File: config.mk
export PLATFORM = sky130hd
export DESIGN_NAME = harvard_core
export DESIGN_NICKNAME = d
export VERILOG_FILES = /design/src/rtl/harvard_core.sv
export SDC_FILE = /design/constraint.sdc
export NUM_CORES = 1
export LEC_CHECK = 0
export BUFFER_PORTS_ARGS = -buffer_cell sky130_fd_sc_hd__buf_2
export CAP_MARGIN = 20
export CORE_ASPECT_RATIO = 0.5
export CORE_MARGIN = 2
export CORE_UTILIZATION = 55
export CTS_BUF_LIST = sky130_fd_sc_hd__clkbuf_4
export DETAILED_ROUTE_END_ITERATION = 8
export GPL_ROUTABILITY_DRIVEN = 1
export PLACE_DENSITY = 0.78
export REMOVE_ABC_BUFFERS = 1
export SLEW_MARGIN = 5
export SYNTH_ARGS = -nofsm -noshare
export SYNTH_HDL_FRONTEND = slang
export SYNTH_SLANG_ARGS = --single-unit
File: constraint.sdc
create_clock -name clk -period 7.65 [get_ports clk]
set_input_delay 0.765 -clock clk [delete_from_list [all_inputs] [get_ports clk]]
set_output_delay 0.765 -clock clk [all_outputs]
set_load 0.02 [all_outputs]
File: src/rtl/harvard_core.sv
// harvard_core: 6-bit free-running program counter, 64x32 instruction ROM with
// combinational read, and a 12-bit-operand ALU whose result is registered.
// The ROM image is a packed parameter. Word i sits at bits [i*32 +: 32].
module harvard_core #(
   parameter logic [2047:0] ROM_IMAGE = {
      {56{32'h0000_0000}},
      32'h0800_7006,   // [7] MUL 7,6
      32'h0600_1004,   // [6] SHL 1,4
      32'h0500_0000,   // [5] NOT 0
      32'h0400_C00A,   // [4] XOR
      32'h0300_C00A,   // [3] OR
      32'h0200_C00A,   // [2] AND
      32'h0100_A004,   // [1] SUB 10,4
      32'h0000_5003    // [0] ADD 5,3
   }
) (
   input  logic        clk,
   input  logic        reset,
   output logic [5:0]  counter,
   output logic [31:0] instruction_out,
   output logic [31:0] out
);

   localparam logic [7:0] OP_ADD = 8'h00;
   localparam logic [7:0] OP_SUB = 8'h01;
   localparam logic [7:0] OP_AND = 8'h02;
   localparam logic [7:0] OP_OR  = 8'h03;
   localparam logic [7:0] OP_XOR = 8'h04;
   localparam logic [7:0] OP_NOT = 8'h05;
   localparam logic [7:0] OP_SHL = 8'h06;
   localparam logic [7:0] OP_SHR = 8'h07;
   localparam logic [7:0] OP_MUL = 8'h08;
   localparam logic [7:0] OP_PAS = 8'h09;
   localparam logic [7:0] OP_SLT = 8'h0A;

   logic [5:0]  r_counter;
   logic [31:0] r_out;
   logic [31:0] w_rom [64];
   logic [31:0] w_instr;
   logic [7:0]  w_opcode;
   logic [31:0] w_a;
   logic [31:0] w_b;
   logic [23:0] w_prod;
   logic [31:0] w_alu;

   // Unpack the ROM image into addressable words.
   genvar gi;
   generate
      for (gi = 0; gi < 64; gi++) begin : g_rom
         assign w_rom[gi] = ROM_IMAGE[gi*32 +: 32];
      end
   endgenerate

   // Combinational fetch: the word at the current PC is visible in the same cycle.
   assign w_instr         = w_rom[r_counter];
   assign instruction_out = w_instr;

   // Field decode. Both operands are 12-bit fields, zero-extended to 32 bits.
   assign w_opcode = w_instr[31:24];
   assign w_a      = {20'd0, w_instr[23:12]};
   assign w_b      = {20'd0, w_instr[11:0]};
   assign w_prod   = {12'd0, w_instr[23:12]} * {12'd0, w_instr[11:0]};

   // ALU operation select. Undefined opcodes yield zero.
   always_comb begin
      w_alu = 32'd0;
      case (w_opcode)
         OP_ADD:  w_alu = w_a + w_b;
         OP_SUB:  w_alu = w_a - w_b;
         OP_AND:  w_alu = w_a & w_b;
         OP_OR:   w_alu = w_a | w_b;
         OP_XOR:  w_alu = w_a ^ w_b;
         OP_NOT:  w_alu = ~w_a;
         OP_SHL:  w_alu = w_a << w_b[4:0];
         OP_SHR:  w_alu = w_a >> w_b[4:0];
         OP_MUL:  w_alu = {8'd0, w_prod};
         OP_PAS:  w_alu = w_a;
         OP_SLT:  w_alu = {31'd0, (w_a < w_b)};
         default: w_alu = 32'd0;
      endcase
   end

   // PC advance and result capture share one edge. The PC wraps 63 -> 0 naturally.
   always_ff @(posedge clk or posedge reset) begin
      if (reset) begin
         r_counter <= 6'd0;
         r_out     <= 32'd0;
      end else begin
         r_counter <= r_counter + 6'd1;
         r_out     <= w_alu;
      end
   end

   assign counter = r_counter;
   assign out     = r_out;

endmodule

==> flow_metrics.py, run 1 <==
metrics = {
    "timing": {
        "maxSlewHeadroom_pct": 41.1,
        "max_freq_ghz": 0.183,
        "whs_ns": 0.336,
        "fin_crit_sh_pct": 71.4,
        "fin_skew_ns": 0.0237,
        "worst_pin_slew_ns": 0.867,
        "slew_violations": 0,
        "setup_viol": 0,
        "finalSetupTns_ns": 0,
        "fin_crit_ns": 5.46,
        "hold_viol": 0,
        "rsz0062_at_grt": "no",
    },
    "global_routing": {
        "grt_pass1_wl_um": 13500,
        "grt_usage_pct": 28.8,
        "met1_usage_pct": 43.4,
        "grt_use_met3_pct": 7.55,
        "grt_pass1_vias": 2555,
        "grt_overflow": 0,
        "use_met2_pct": 40.9,
        "antenna_found_initial": 0,
        "grt_max_degree": 40,
        "top_usage_layer": "met1",
    },
    "clock_network": {
        "htree_num_levels": 1,
        "clk_latency_ns": 0.35,
        "cts_resized": 0,
        "clock_tree.root_cell": "clkbuf_4",
        "clock-sinks": 26,
        "post_cts_buffers": 0,
        "cts_buffers": 3,
        "hold_buffers": 0,
        "clockBufferDepth": 2,
        "clkTransAtPathRegs_ns": 0.17,
        "cts_tree": "done",
    },
    "worst_setup_path": {
        "critical_path_class": "flip-flop to flip-flop",
        "cp-start-kind": "flip-flop",
        "arrival_ns": 5.72,
        "end_kind": "flip-flop",
        "path_max_fanout": 15,
        "critPathRequiredTime_ns": 7.91,
    },
    "logic_synthesis": {
        "synth_cell_types": 64,
        "yosysWarnings": 0,
        "synth_edf_count": 0,
        "syn_area_per_cell_sq_um": 8.53,
        "async_flop_share_pct": 100,
        "yosysTopAreaCellShare_pct": 21.2,
        "synth-main-ff-cell": "dfrtp_1",
        "synth-seq-cells": 26,
        "synthTopCellsByArea": "dfrtp_1 21%, ha_1 15%, buf_4 8.6%",
        "yosys.area.top_type": "dfrtp_1",
        "synth_most_common_cell": "ha_1",
        "synth.cell_area_sq_um": 3060,
        "ys_seq_area_share_pct": 21.2,
        "synth_common_cells": "36 x ha_1, 35 x buf_4, 32 x inv_1, 26 x dfrtp_1",
        "syn_inst": 359,
    },
    "route": {
        "first_iter_violations": 197,
        "dr.pass1.iters": 7,
        "viasPerCell": 6.03,
        "wl_per_cell_um": 19.3,
        "vias": 2755,
        "postRouteAntennaNets": 0,
        "drc": 0,
        "routed_wl_um": 8820,
    },
    "floorplan": {
        "die_h_um": 56.8,
        "start_util_pct": 56.5,
        "core_area_sq_um": 5420,
        "ios": 72,
        "dieWidth_um": 110,
        "dieArea_sq_um": 6220,
        "rows": 19,
    },
    "power": {
        "ir_worst_vdd_mv": 0.0658,
        "p_leak_nw": 1.73,
        "power_density_nw_per_um2": 78.1,
    },
    "finish": {
        "area_delta_synth_final_pct": 4.94,
        "nets": 431,
        "fillers": 510,
        "layout-drive-gt1-share_pct": 19.5,
        "diodes": 0,
    },
    "run_status": {
        "status": "complete, no violations",
    },
    "flow_run": {
        "drv_cap": 0,
    },
    "hold_path": {
        "min_path_type": "input pin to asynchronous set/reset pin",
    },
    "placement": {
        "gp_routability_congestion": 0.958,
        "dp_hpwl_um": 6830,
        "port_buffers": 51,
    },
}
-- state kept, by name, indices dropped and copies added, names as in the netlist --
| name | count |
|---|---|
| counter | 6 |
| out | 20 |
-- through the flow --
step           cells  setup slack, ns  power, mW  util (%)  instance area [sq um]
2_1_floorplan    327             2.54      0.151         -                   2780
3_3_place_gp     452             2.56      0.152      57.8                   3130
3_5_place_dp     452             2.29      0.152      57.8                   3130
4_1_cts          456             2.26      0.249      58.8                   3190
5_1_grt          457             1.90      0.260      59.3                   3210
6_report         457             2.19      0.251      59.3                   3210
-- final timing paths --
| check | startpoint | to | slack (ns) | cells past startpoint |
|---|---|---|---|---|
| worst max register to register | counter[1] | out[8] | 2.19 | 21 |
| worst min-delay path | reset | out[16] | 0.34 | 2 |
| min in group clk | counter[5] | counter[5] | 0.62 | 1 |
| worst min register to register | counter[5] | counter[5] | 0.62 | 1 |
| max in group asynchronous | reset | out[6] | 6.87 | 3 |
| worst max-delay path | counter[1] | out[8] | 2.19 | 21 |
-- power by group --
group	switching, mW	internal [mW]	total (mW)
Combinational	0.0119	0.00163	0.0136
Clock	0.0471	0.0530	0.100
Sequential	0	0.137	0.137
Total	0.0590	0.192	0.251
-- worst max-delay path, stage by stage (launching register included) --
cell     delay [ns]
dfrtp_1        0.70
inv_1          0.19
ha_1           0.42
mux2i_2        0.39
nand2_1        0.37
inv_1          0.38
ha_1           0.25
inv_1          0.08
fa_1           0.42
inv_1          0.07
ha_1           0.22
ha_1           0.19
inv_1          0.07
fa_1           0.42
inv_1          0.07
ha_1           0.16
inv_1          0.06
fa_1           0.41
inv_1          0.07
a21oi_1        0.06
o32a_1         0.28
nand3_1        0.08
-- cells in the final DEF, fill, tap and decap left out, types with 5 or more instances in the layout --
cell / count
nand2_1: 24
nor3_1: 7
a21oi_1: 16
nor2_1: 24
a211oi_1: 7
xnor2_1: 6
o21ai_0: 20
nand3_1: 7
ha_1: 36
nor2b_1: 6
nand4_1: 5
inv_1: 32
buf_2: 51
fa_1: 8
nand2b_1: 7
dfrtp_1: 26
conb_1: 20
-- per-layer routing --
layer | wire (um) | share of wire, %
met5 | 0 | 0
met4 | 148 | 1.7
met3 | 1110 | 13
met2 | 3600 | 41
met1 | 3950 | 45
-- cells by family (layout without fill, tap and decap cells) --
logic type	count (synthesis)	in the layout	synth area share (%)
AND/OR/NAND/NOR	103	103	18.1
buffers and inverters	84	90	15.6
AO/OA/AOI/OAI	80	80	17.2
adder cells (fa/ha/maj)	44	44	19.9
flip-flops	26	26	21.2
multiplexers	13	13	5.51
XOR/XNOR	8	8	2.29
other	1	20	0.122
-- area by class of cell --
class	instances	area [sq um]	area share (%)
repair buffers	53	290	9.03
flip-flops and latches	26	651	20.2
clock buffers	3	22.5	0.701
multi-input cells	268	2010	62.4
well taps	73	91.3	2.84
inverters	33	124	3.85
clock inverters	1	30.0	0.934
(Power assumes the default switching activity.)
==> inputs of run 2 (changes only) <==
Clock period 7.65 ns to 5.55 ns, I/O delays scaled along.
==> run 2 against run 1 <==
Compared with the run above: non-clock buffer count is 4 higher; via count is 1.8% higher; clock power is 45% higher; cell count is 0.88% higher; first-iteration DRC count is 55% higher; fmax is 6.5% higher; sequential power is 39% higher; register-to-register slack worse by 1.8 ns; largest power group unchanged.
==> flow_metrics.py, run 2 (synthesis gave the netlist of run 1 again) <==
metrics = {
    "placement": {
        "port_buffers": 51,
        "dp_hpwl_um": 6400,
        "pre_cts_ws_ns": 0.585,
        "gp_routability_congestion": 0.937,
    },
    "finish": {
        "area_delta_synth_final_pct": 5.92,
        "final_common_cell": "buf_2",
        "largest_reg_flops": 20,
        "nets": 435,
        "layout-drive-gt1-share_pct": 20.4,
        "final_cell_mix": "51 x buf_2, 36 x ha_1, 32 x inv_1",
        "diodes": 0,
    },
    "floorplan": {
        "die_h_um": 56.8,
        "dieWidth_um": 110,
        "core_area_sq_um": 5420,
        "ios": 72,
        "start_util_pct": 56.5,
        "dieArea_sq_um": 6220,
        "rows": 19,
    },
    "worst_setup_path": {
        "critPathRequiredTime_ns": 5.82,
        "r2r-end": "out[8]",
        "max_stage_delay_ns": 0.61,
        "cp_slowest_cell": "dfrtp_1",
        "r2r-start": "counter[0]",
        "arrival_ns": 5.39,
        "r2r_slack_ns": 0.42,
        "crit_path_cell_trace": "inv_1, ha_1, mux2i_2, nand2_1, inv_1, ha_1, inv_1, fa_1, inv_1, ha_1, ha_1, inv_1, fa_1, inv_1, ha_1, inv_1, fa_1, inv_1, a21oi_1, o32a_1, nand3_1",
        "cp-start-kind": "flip-flop",
        "critical_path_class": "flip-flop to flip-flop",
        "reg2regPathDepth": 21,
        "cp_common_cell": "inv_1",
        "path_max_fanout": 12,
        "end_kind": "flip-flop",
    },
    "timing": {
        "fin_crit_sh_pct": 92.4,
        "worst_pin_slew_ns": 0.868,
        "rsz0062_at_grt": "no",
        "fin_crit_ns": 5.13,
        "setup_viol": 0,
        "finalSetupTns_ns": 0,
        "fin_ws_ns": 0.424,
        "maxSlewHeadroom_pct": 41.0,
        "hold_viol": 0,
        "slew_violations": 0,
        "fin_skew_ns": 0.0407,
        "max_freq_ghz": 0.195,
    },
    "power": {
        "p_int_mw": 0.265,
        "p_leak_nw": 1.74,
        "pwr-share-clk_pct": 41.0,
        "ir_worst_vdd_mv": 0.0850,
        "report.power.total_mw": 0.353,
        "seqPwrFrac_pct": 53.8,
        "p_switching_mw": 0.0879,
        "p_comb_share_pct": 5.3,
        "power_density_nw_per_um2": 109,
        "p_sw_share_pct": 24.9,
    },
    "clock_network": {
        "clk_latency_ns": 0.37,
        "cts_buffers": 3,
        "clockBufferDepth": 2,
        "htree_num_levels": 1,
        "cts_resized": 0,
        "hold_buffers": 0,
        "clock_tree.root_cell": "clkbuf_4",
        "post_cts_buffers": 0,
        "clkTransAtPathRegs_ns": 0.20,
        "clock-sinks": 26,
        "cts_tree": "done",
    },
    "flow_run": {
        "drv_cap": 0,
    },
    "global_routing": {
        "antenna_found_initial": 0,
        "grt_max_degree": 27,
        "grt_overflow": 0,
        "grt_pass1_wl_um": 13000,
        "grt_usage_pct": 27.6,
        "grt_pass1_vias": 2410,
    },
    "route": {
        "viasPerCell": 6.08,
        "postRouteAntennaNets": 0,
        "dr.pass1.iters": 5,
        "routed_wl_um": 8400,
        "wl_per_cell_um": 18.2,
        "drc": 0,
        "vias": 2805,
        "first_iter_violations": 305,
    },
    "hold_path": {
        "min_path_type": "input pin to asynchronous set/reset pin",
    },
    "run_status": {
        "status": "complete, no violations",
    },
}
run 2: worst max path at each step:
stage	startpoint	to
3_3_place_gp	counter[0]	out[8]
5_1_grt	counter[0]	out[8]
2_1_floorplan	counter[2]	out[8]
4_1_cts	counter[0]	out[8]
3_5_place_dp	counter[0]	out[8]
6_report	counter[0]	out[8]
run 2: final cells by class:
| cell class | count | area (sq um) |
|---|---|---|
| timing repair buffer | 57 | 320 |
| clock buffer | 3 | 22.5 |
| tap | 73 | 91.3 |
| clock inverter | 1 | 30.0 |
| sequential | 26 | 651 |
| fill | 491 | 2180 |
| inverter | 33 | 124 |
| multi-input combinational | 268 | 2010 |
run 2: stage by stage:
step	utilization [%]	hold slack [ns]	cell area [sq um]	std cells
finish	59.9	0.189	3240	461
global route	59.9	0.212	3240	461
CTS	59.3	0.439	3220	460
detailed placement	58.4	0.592	3160	456
global placement	58.4	0.579	3160	456
floorplan	-	0.595	2780	327
run 2: worst max-delay path, delay by kind of cell (launching register included):
kind / cells / cell delay (ns)
DFF: 1 / 0.61
buffers and inverters: 8 / 0.93
and+or+nand+nor: 2 / 0.23
adders and majority gates: 8 / 2.52
AOI/OAI and AO/OA: 2 / 0.34
muxes: 1 / 0.38
run 2: metal layers:
metal | up-vias | part of all wire [%] | global-route usage (%)
li1 | 1245 | - | -
met1 | 1328 | 43 | 42.1
met2 | 216 | 42 | 40.2
met3 | 16 | 14 | 4.99
met4 | 0 | 1.8 | 6.15
met5 | - | 0 | 0
run 2: power by group through the flow:
stage / logic [mW] / clock network (mW) / registers [mW]
6_report: 0.0185 / 0.145 / 0.190
5_1_grt: 0.0201 / 0.155 / 0.190
4_1_cts: 0.0161 / 0.147 / 0.190
3_5_place_dp: 0.0161 / 0 / 0.193
3_3_place_gp: 0.0160 / 0 / 0.193
2_1_floorplan: 0.0145 / 0 / 0.193
